File: config.mk
export PLATFORM = sky130hd
export DESIGN_NAME = ram_fifo_ctrl
export DESIGN_NICKNAME = d
export VERILOG_FILES = /design/src/rtl/ram_fifo_ctrl.sv
export SDC_FILE = /design/constraint.sdc
export NUM_CORES = 1
export LEC_CHECK = 0
export CELL_PAD_IN_SITES_DETAIL_PLACEMENT = 1
export CELL_PAD_IN_SITES_GLOBAL_PLACEMENT = 2
export CORE_MARGIN = 1.5
export CORE_UTILIZATION = 28
export DETAILED_ROUTE_END_ITERATION = 10
export GPL_ROUTABILITY_DRIVEN = 0
export HOLD_SLACK_MARGIN = 0.08
export PLACE_DENSITY_LB_ADDON = 0.1
export SETUP_SLACK_MARGIN = 0.02
export SYNTH_ARGS = -nofsm -noshare
export SYNTH_HDL_FRONTEND = slang
export SYNTH_SLANG_ARGS = --single-unit
File: constraint.sdc
create_clock -name clk -period 4.55 [get_ports clk]
set_clock_uncertainty 0.1 [all_clocks]
set_input_delay 0.6825 -clock clk [delete_from_list [all_inputs] [get_ports clk]]
set_output_delay 0.6825 -clock clk [all_outputs]
set_load 0.01 [all_outputs]
File: src/rtl/ram_fifo_ctrl.sv
// Stream-to-RAM FIFO controller: sequences writes and read-backs on one shared
// single-port RAM and registers the read word onto a valid/ready output stream.
module ram_fifo_ctrl #(
  parameter int DATA_WIDTH = 8,
  parameter int ADDR_WIDTH = 4
) (
  input  logic                  clk,
  input  logic                  rst,
  input  logic                  clr,
  input  logic                  s_valid,
  output logic                  s_ready,
  input  logic [DATA_WIDTH-1:0] s_data,
  output logic                  m_valid,
  input  logic                  m_ready,
  output logic [DATA_WIDTH-1:0] m_data,
  output logic                  ram_we,
  output logic [ADDR_WIDTH-1:0] ram_addr,
  output logic [DATA_WIDTH-1:0] ram_din,
  input  logic [DATA_WIDTH-1:0] ram_dout,
  output logic [ADDR_WIDTH:0]   count,
  output logic                  full,
  output logic                  empty,
  output logic                  dbg_state
);

  // Handshakes: a word moves on s_* (or m_*) exactly at a posedge where valid
  // and ready are both high; valid never waits on ready.
  localparam logic IDLE    = 1'b0;
  localparam logic RD_WAIT = 1'b1;

  localparam logic [ADDR_WIDTH:0]   DEPTH_C = {1'b1, {ADDR_WIDTH{1'b0}}};
  localparam logic [ADDR_WIDTH-1:0] PTR_ONE = 1;
  localparam logic [ADDR_WIDTH:0]   CNT_ONE = 1;

  logic                  state_q, state_d;
  logic [ADDR_WIDTH-1:0] wr_ptr_q, wr_ptr_d;
  logic [ADDR_WIDTH-1:0] rd_ptr_q, rd_ptr_d;
  logic [ADDR_WIDTH:0]   count_q, count_d;
  logic                  m_valid_q, m_valid_d;
  logic [DATA_WIDTH-1:0] m_data_q, m_data_d;
  logic                  rd_go, wr_en;

  always_comb begin
    rd_go    = (state_q == IDLE) && !m_valid_q && (count_q != '0);
    full     = (count_q == DEPTH_C);
    empty    = (count_q == '0);
    // Reads own the port whenever the output register needs refilling.
    s_ready  = rst && !clr && !rd_go && !full;
    wr_en    = s_valid && s_ready;
    ram_we   = wr_en;
    ram_addr = rd_go ? rd_ptr_q : wr_ptr_q;
    ram_din  = s_data;
  end

  always_comb begin
    state_d   = (state_q == IDLE && rd_go) ? RD_WAIT : IDLE;
    wr_ptr_d  = wr_ptr_q;
    rd_ptr_d  = rd_ptr_q;
    count_d   = count_q;
    m_valid_d = m_valid_q;
    m_data_d  = m_data_q;
    if (wr_en) begin
      wr_ptr_d = wr_ptr_q + PTR_ONE;
      count_d  = count_q + CNT_ONE;
    end
    if (rd_go) begin
      rd_ptr_d = rd_ptr_q + PTR_ONE;
      count_d  = count_q - CNT_ONE;
    end
    if (state_q == RD_WAIT) begin
      m_valid_d = 1'b1;
      m_data_d  = ram_dout;
    end else if (m_valid_q && m_ready) begin
      m_valid_d = 1'b0;
    end
    // Flush drops everything, including a word arriving from an in-flight read.
    if (clr) begin
      state_d   = IDLE;
      wr_ptr_d  = '0;
      rd_ptr_d  = '0;
      count_d   = '0;
      m_valid_d = 1'b0;
      m_data_d  = m_data_q;
    end
  end

  always_ff @(posedge clk or negedge rst) begin
    if (!rst) begin
      state_q   <= IDLE;
      wr_ptr_q  <= '0;
      rd_ptr_q  <= '0;
      count_q   <= '0;
      m_valid_q <= 1'b0;
      m_data_q  <= '0;
    end else begin
      state_q   <= state_d;
      wr_ptr_q  <= wr_ptr_d;
      rd_ptr_q  <= rd_ptr_d;
      count_q   <= count_d;
      m_valid_q <= m_valid_d;
      m_data_q  <= m_data_d;
    end
  end

  assign m_valid   = m_valid_q;
  assign m_data    = m_data_q;
  assign count     = count_q;
  assign dbg_state = state_q;

endmodule

* Word-level counts from Yosys, hierarchy flattened
Index checks and enable logic that the tools add are counted.
Storage, ports and cells: register bits 23, input bits 21, output and inout port bits 31, logic and storage cells 45
Operators by class: $add $sub $neg 4, equal/unequal tests 1, muxes and demuxes 13, bitwise gates (word level) 2, reductions and logical operators 19
Operator list (number):
- two-way mux 4 bit | 5
- two-way mux 5 bit | 3
- adder 4 x 1 -> 4 bit (second input constant) | 2
- logical AND 1 bit | 8
- nonzero test 3 bit | 2
- adder 5 x 1 -> 5 bit (second input constant) | 1
- equality test 5 bit (second input constant) | 1
- zero test 5 bit | 1
- two-way mux 1 bit | 5
- nonzero test 5 bit | 1
- subtractor 5 x 1 -> 5 bit (second input constant) | 1
- zero test 1 bit | 4
- nonzero test 2 bit | 2
- NOT 1 bit | 2
- AND reduction 2 bit | 1

* Depth between registers and ports, before layout
word-level depth 10, gate-level depth with buffers 9, gate-level depth less buffers 8

* Worst setup path after synthesis
OpenSTA, ideal clock, no wires.
kind register to output, from register count_q[1] (netlist: count[1]), to output ram_addr[0], arrival time 1.771 ns, required time 3.768 ns, slack 1.997 ns, stages on the path, launching flop included 5, buffers on the path 1, path through dfrtp_1 or4_1 buf_2 o21ai_4 mux2_2
On the way: word-level cells in the longest chain between the ends 3
Ends and longest elaborated chain:
- start: declaration | line 38 | logic [ADDR_WIDTH:0] count_q, count_d;
- start signal: assignment | line 99 | count_q <= count_d;
- nonzero test 5 bit | line 44 | rd_go = (state_q == IDLE) && !m_valid_q && (count_q != '0);
- logical AND 1 bit | line 44
- two-way mux 4 bit | line 51 | ram_addr = rd_go ? rd_ptr_q : wr_ptr_q;
- end: declaration | line 17 | output logic [ADDR_WIDTH-1:0] ram_addr,
No other way between the ends.

* Worst setup path after layout
from input rst, to output ram_we
On the way: word-level cells in the longest chain between the ends 4
Ends and longest elaborated chain:
- start: declaration | line 8 | input logic rst,
- logical AND 1 bit (3 in a row) | line 48 | s_ready = rst && !clr && !rd_go && !full;
- logical AND 1 bit | line 49 | wr_en = s_valid && s_ready;
- end: declaration | line 16 | output logic ram_we,
No other way between the ends.

==> results.md <==
Drt:
- The first detailed-routing pass ran for 4 iterations.
- The final layout contains routed wiring with a total length of 3390 microns.
- The number of DRC markers in iteration 0 is 38.
- The post-detailed-route count of antenna-violating nets is 0.
- After detailed routing, the average wire length per cell comes to 16.4 microns.
- In the routed design, unresolved DRC markers number 0.
- Using the TritonRoute via totals, the vias-per-cell ratio works out to 4.94.
- The vias after detailed routing is 1023.

Place:
- The cell count after placement is 203.
- Summing all placed instances gives a cell area of 1690 sq um.
- The pre-CTS worst setup slack is 0.878 ns.
- The half-perimeter wire length of the detailed placement result is 2610 microns.
- In this run the tool buffered the top-level ports with 35 buffer cells.

Power and ir drop:
- Power spread over the standard cell area amounts to 656 nW/um^2.
- The proportion of power drawn by the clock network is 0.114.
- The design internal power is 685 uW.
- The share of power burned in combinational logic is 0.566.
- The switching share of total power is 0.399.
- The share of total power dissipated in sequential elements is 0.320.
- The switching component of the power is 454 uW.
- VDD sags by at most 0.201 mV.
- The static power due to leakage is 0.759 nW.

Worst setup path:
- The category of the worst setup path capture point is a primary output.
- The data required time at the worst endpoint is 3.77 ns.
- The number of cells on the worst reg-to-reg path is 8.
- The startpoint kind of the worst setup timing path is an input pin.
- The classification of the worst setup path is input pin to primary output.
- The launch point of the worst reg-to-reg path is count[1]$_DFFE_PN0P_.
- In this run the worst path has a maximum fanout of 10.
- The worst register-to-register path has a setup slack of 1.67 ns.
- The endpoint of the worst register-to-register path is count[4]$_DFFE_PN0P_.
- The data arrival time of the critical path is 2.87 ns.

Clock network:
- The level count of the clock H-tree is 1.
- CTS saw 23 sinks.
- The number of buffers added by the clock tree synthesis step is 3.
- TritonCTS built the clock tree.
- The clock edge transition at the registers on the reported setup and hold paths is 0.08 ns.
- CTS placed an instance of clkbuf_8 at the clock tree root.
- The number of gates resized after cts is 0.
- The number of hold buffers added after CTS was 0.
- The number of setup buffers added after CTS is 0.
- Clock latency on the worst-skew pair, taken at its later pin, is 0.27 ns.
- The buffer levels on the longest clock path is 2.

Hold path:
- The worst hold path terminates at m_data[5]$_DFFE_PN0P_.
- The start point of the worst min-delay path is m_data[5]$_DFFE_PN0P_.
- The min-delay analysis places its worst path in the category flop to flop.
- The number of cells on the worst hold path is 1.

Logic synthesis:
- The share of the synthesized netlist area taken by xor and xnor gates is 0.0327.
- The mux share of post-synthesis cell area is 0.156.
- The share of synthesized area in the top cell type comes to 0.430.
- The post-synthesis cell type with the largest combined area is dfrtp_1.
- The area of the mapped netlist is 1340 sq um.
- Of the total synthesized cell area, the portion taken by AND, OR, NAND and NOR gates is 0.147.
- In the post-synthesis netlist, the cell with the most instances is dfrtp_1.
- The synthesized area per cell is 10.6 sq um.
- The synthesis warning total is 0.
- For this run, asynchronously set or reset flops after synthesis account for 1.00.
- Synthesis instantiated 33 different standard cells from the library.
- The post-synthesis register bit count is 23.
- The compound-gate portion of the synthesized area was 0.0943.
- Yosys attributes the largest share of cell area to dfrtp_1 43%, mux2_2 13%, nor2_1 4.8%, ha_1 4.7%, buf_4 4.5%.
- Ranked by instance count, the synthesized netlist is headed by 23 x dfrtp_1, 17 x nor2_1, 15 x mux2_2.
- Of the total synthesized cell area, the portion taken by full adders, half adders and majority gates is 0.0616.
- Synthesis produced a netlist with a net count of 154.
- Counting flops with a built-in enable in the synthesized netlist gives 0.
- For this run, the register share of the synthesized area comes to 0.430.
- The number of standard cells after synthesis is 127.
- After synthesis, the largest family of logic cells by area is multiplexers.
- The most used flip-flop cell after synthesis is dfrtp_1.

Cells and area:
- The number of nets at the end of the flow is 183.
- The number of inserted diodes is 0.
- Measured on the finished design, the core utilization comes to 0.388.
- The fraction of layout instances using a drive strength above 1 is 0.161.
- Relative to the synthesized area, the layout overhead comes to 29.6%.
- Summing all non-filler instances in the final layout gives an area of 1740 sq um.
- After the flow finishes, the layout carries non-filler instances totaling 207.

GRT:
- For this run, global-route usage on met1 was measured as 0.196.
- For this run, the total global-route usage over all layers was measured as 0.143.
- The global-route wire length before repair is 5740 microns.
- The met3 demand-to-capacity share in global routing is 0.0250.
- The largest net degree at the start of global routing is 20.
- After global routing the overflow that remains totals 0.
- The number of global-route vias before repair came to 1103.
- The number of antenna violations at the first check in global routing is 0.
- The most used routing layer in global routing is met2.
- The met2 track demand over resource in global routing is 0.228.

Timing:
- The setup slack of the critical path after layout is 0.895 ns.
- The final number of max-transition violations is 0.
- The hold violation count in the final report is 0.
- The worst pin sits at a relative slew slack of 0.512.
- The maximum clock frequency is 0.274 GHz.
- Summed over all failing endpoints, the final setup total negative slack is 0 ns.
- The post-route clock period utilization is 0.803.
- Setup violations remaining at the end of the flow were counted as 0.
- Setup repair after global routing left no endpoint under its margin.
- At the pin with the least slew margin, the transition time is 0.730 ns.
- Counting I/O delays and the setup requirement, the final critical path takes 3.66 ns.

Floorplanning:
- The die width is 72.2 microns.
- The number of core rows is 24.
- The initial utilization of the core area, before any placement, comes to 0.299.
- The die is 72.2 microns tall.
- The core region is 4470 sq um.
- The die covers 5210 sq um.
- 52 I/O pins were placed.

Outcome:
- The run finished with clean final reports.

Run:
- The number of maximum-capacitance constraint violations is 0.
layout make-up:
class                           count  area [sq um]
Inverter                            7          26.3
Multi-Input combinational cell     84           658
Clock inverter                      1          5.00
Fill cell                         518          2740
Sequential cell                    23           576
Clock buffer                        3          41.3
Timing Repair Buffer               37           365
Tap cell                           52          65.1
cells in the final DEF, fill, tap and decap left out, drive strengths merged, types with 2 or more instances in the layout:
cell type       n
clkdlybuf4s50  35
dfrtp          23
a21oi           7
nand2b          2
o211ai          3
nor2b           2
nand3           2
buf             2
ha              5
a211oi          2
nand2           3
mux2           15
and3            3
o21ai           2
inv             7
mux2i           4
xor2            4
clkbuf          3
nor2           17
worst max path at each step:
stage,start,to
6_report,rst,ram_we
5_1_grt,rst,ram_we
4_1_cts,rst,ram_we
3_5_place_dp,rst,ram_we
3_3_place_gp,rst,ram_we
2_1_floorplan,count[1]$_DFFE_PN0P_,ram_addr[0]
critical path, cell delays in order:
cell	delay [ns]
clkdlybuf4s50_1	0.72
o211ai_1	0.20
mux2i_1	0.53
nor2b_1	0.20
clkdlybuf4s50_1	0.54
stage by stage:
step,total power [mW],hold WS [ns]
after CTS,1.16,0.419
after global placement,1.00,0.388
final,1.14,0.410
after global routing,1.25,0.439
after floorplan,0.756,0.287
after detailed placement,1.02,0.400
sequential cells by signal (all words and copies together), names as in the netlist:
| name | count |
|---|---|
| m_data | 8 |
| count | 5 |
| rd_ptr_q | 4 |
| wr_ptr_q | 4 |
| dbg_state | 1 |
| m_valid | 1 |
kinds of logic after synthesis:
group	after synthesis
AND/OR/NAND/NOR	36
flip-flops	23
buffers and inverters	20
multiplexers	19
AO/OA/AOI/OAI	18
adder cells (fa/ha/maj)	6
XOR/XNOR	5
power groups by stage:
stage	Sequential, mW	Clock (mW)	Combinational [mW]
floorplan	0.370	0	0.386
CTS	0.366	0.136	0.658
detailed placement	0.370	0	0.654
global route	0.382	0.142	0.723
global placement	0.364	0	0.641
finish	0.365	0.129	0.645
per-layer routing:
layer  vias up  share of wire  routed length [microns]
li1        488              -                        -
met1       498           0.48                     1630
met2        26           0.46                     1570
met3        11          0.042                      143
met4         0          0.012                       42
met5         -              0                        0
Note: power is estimated with default switching activity, not from simulation.
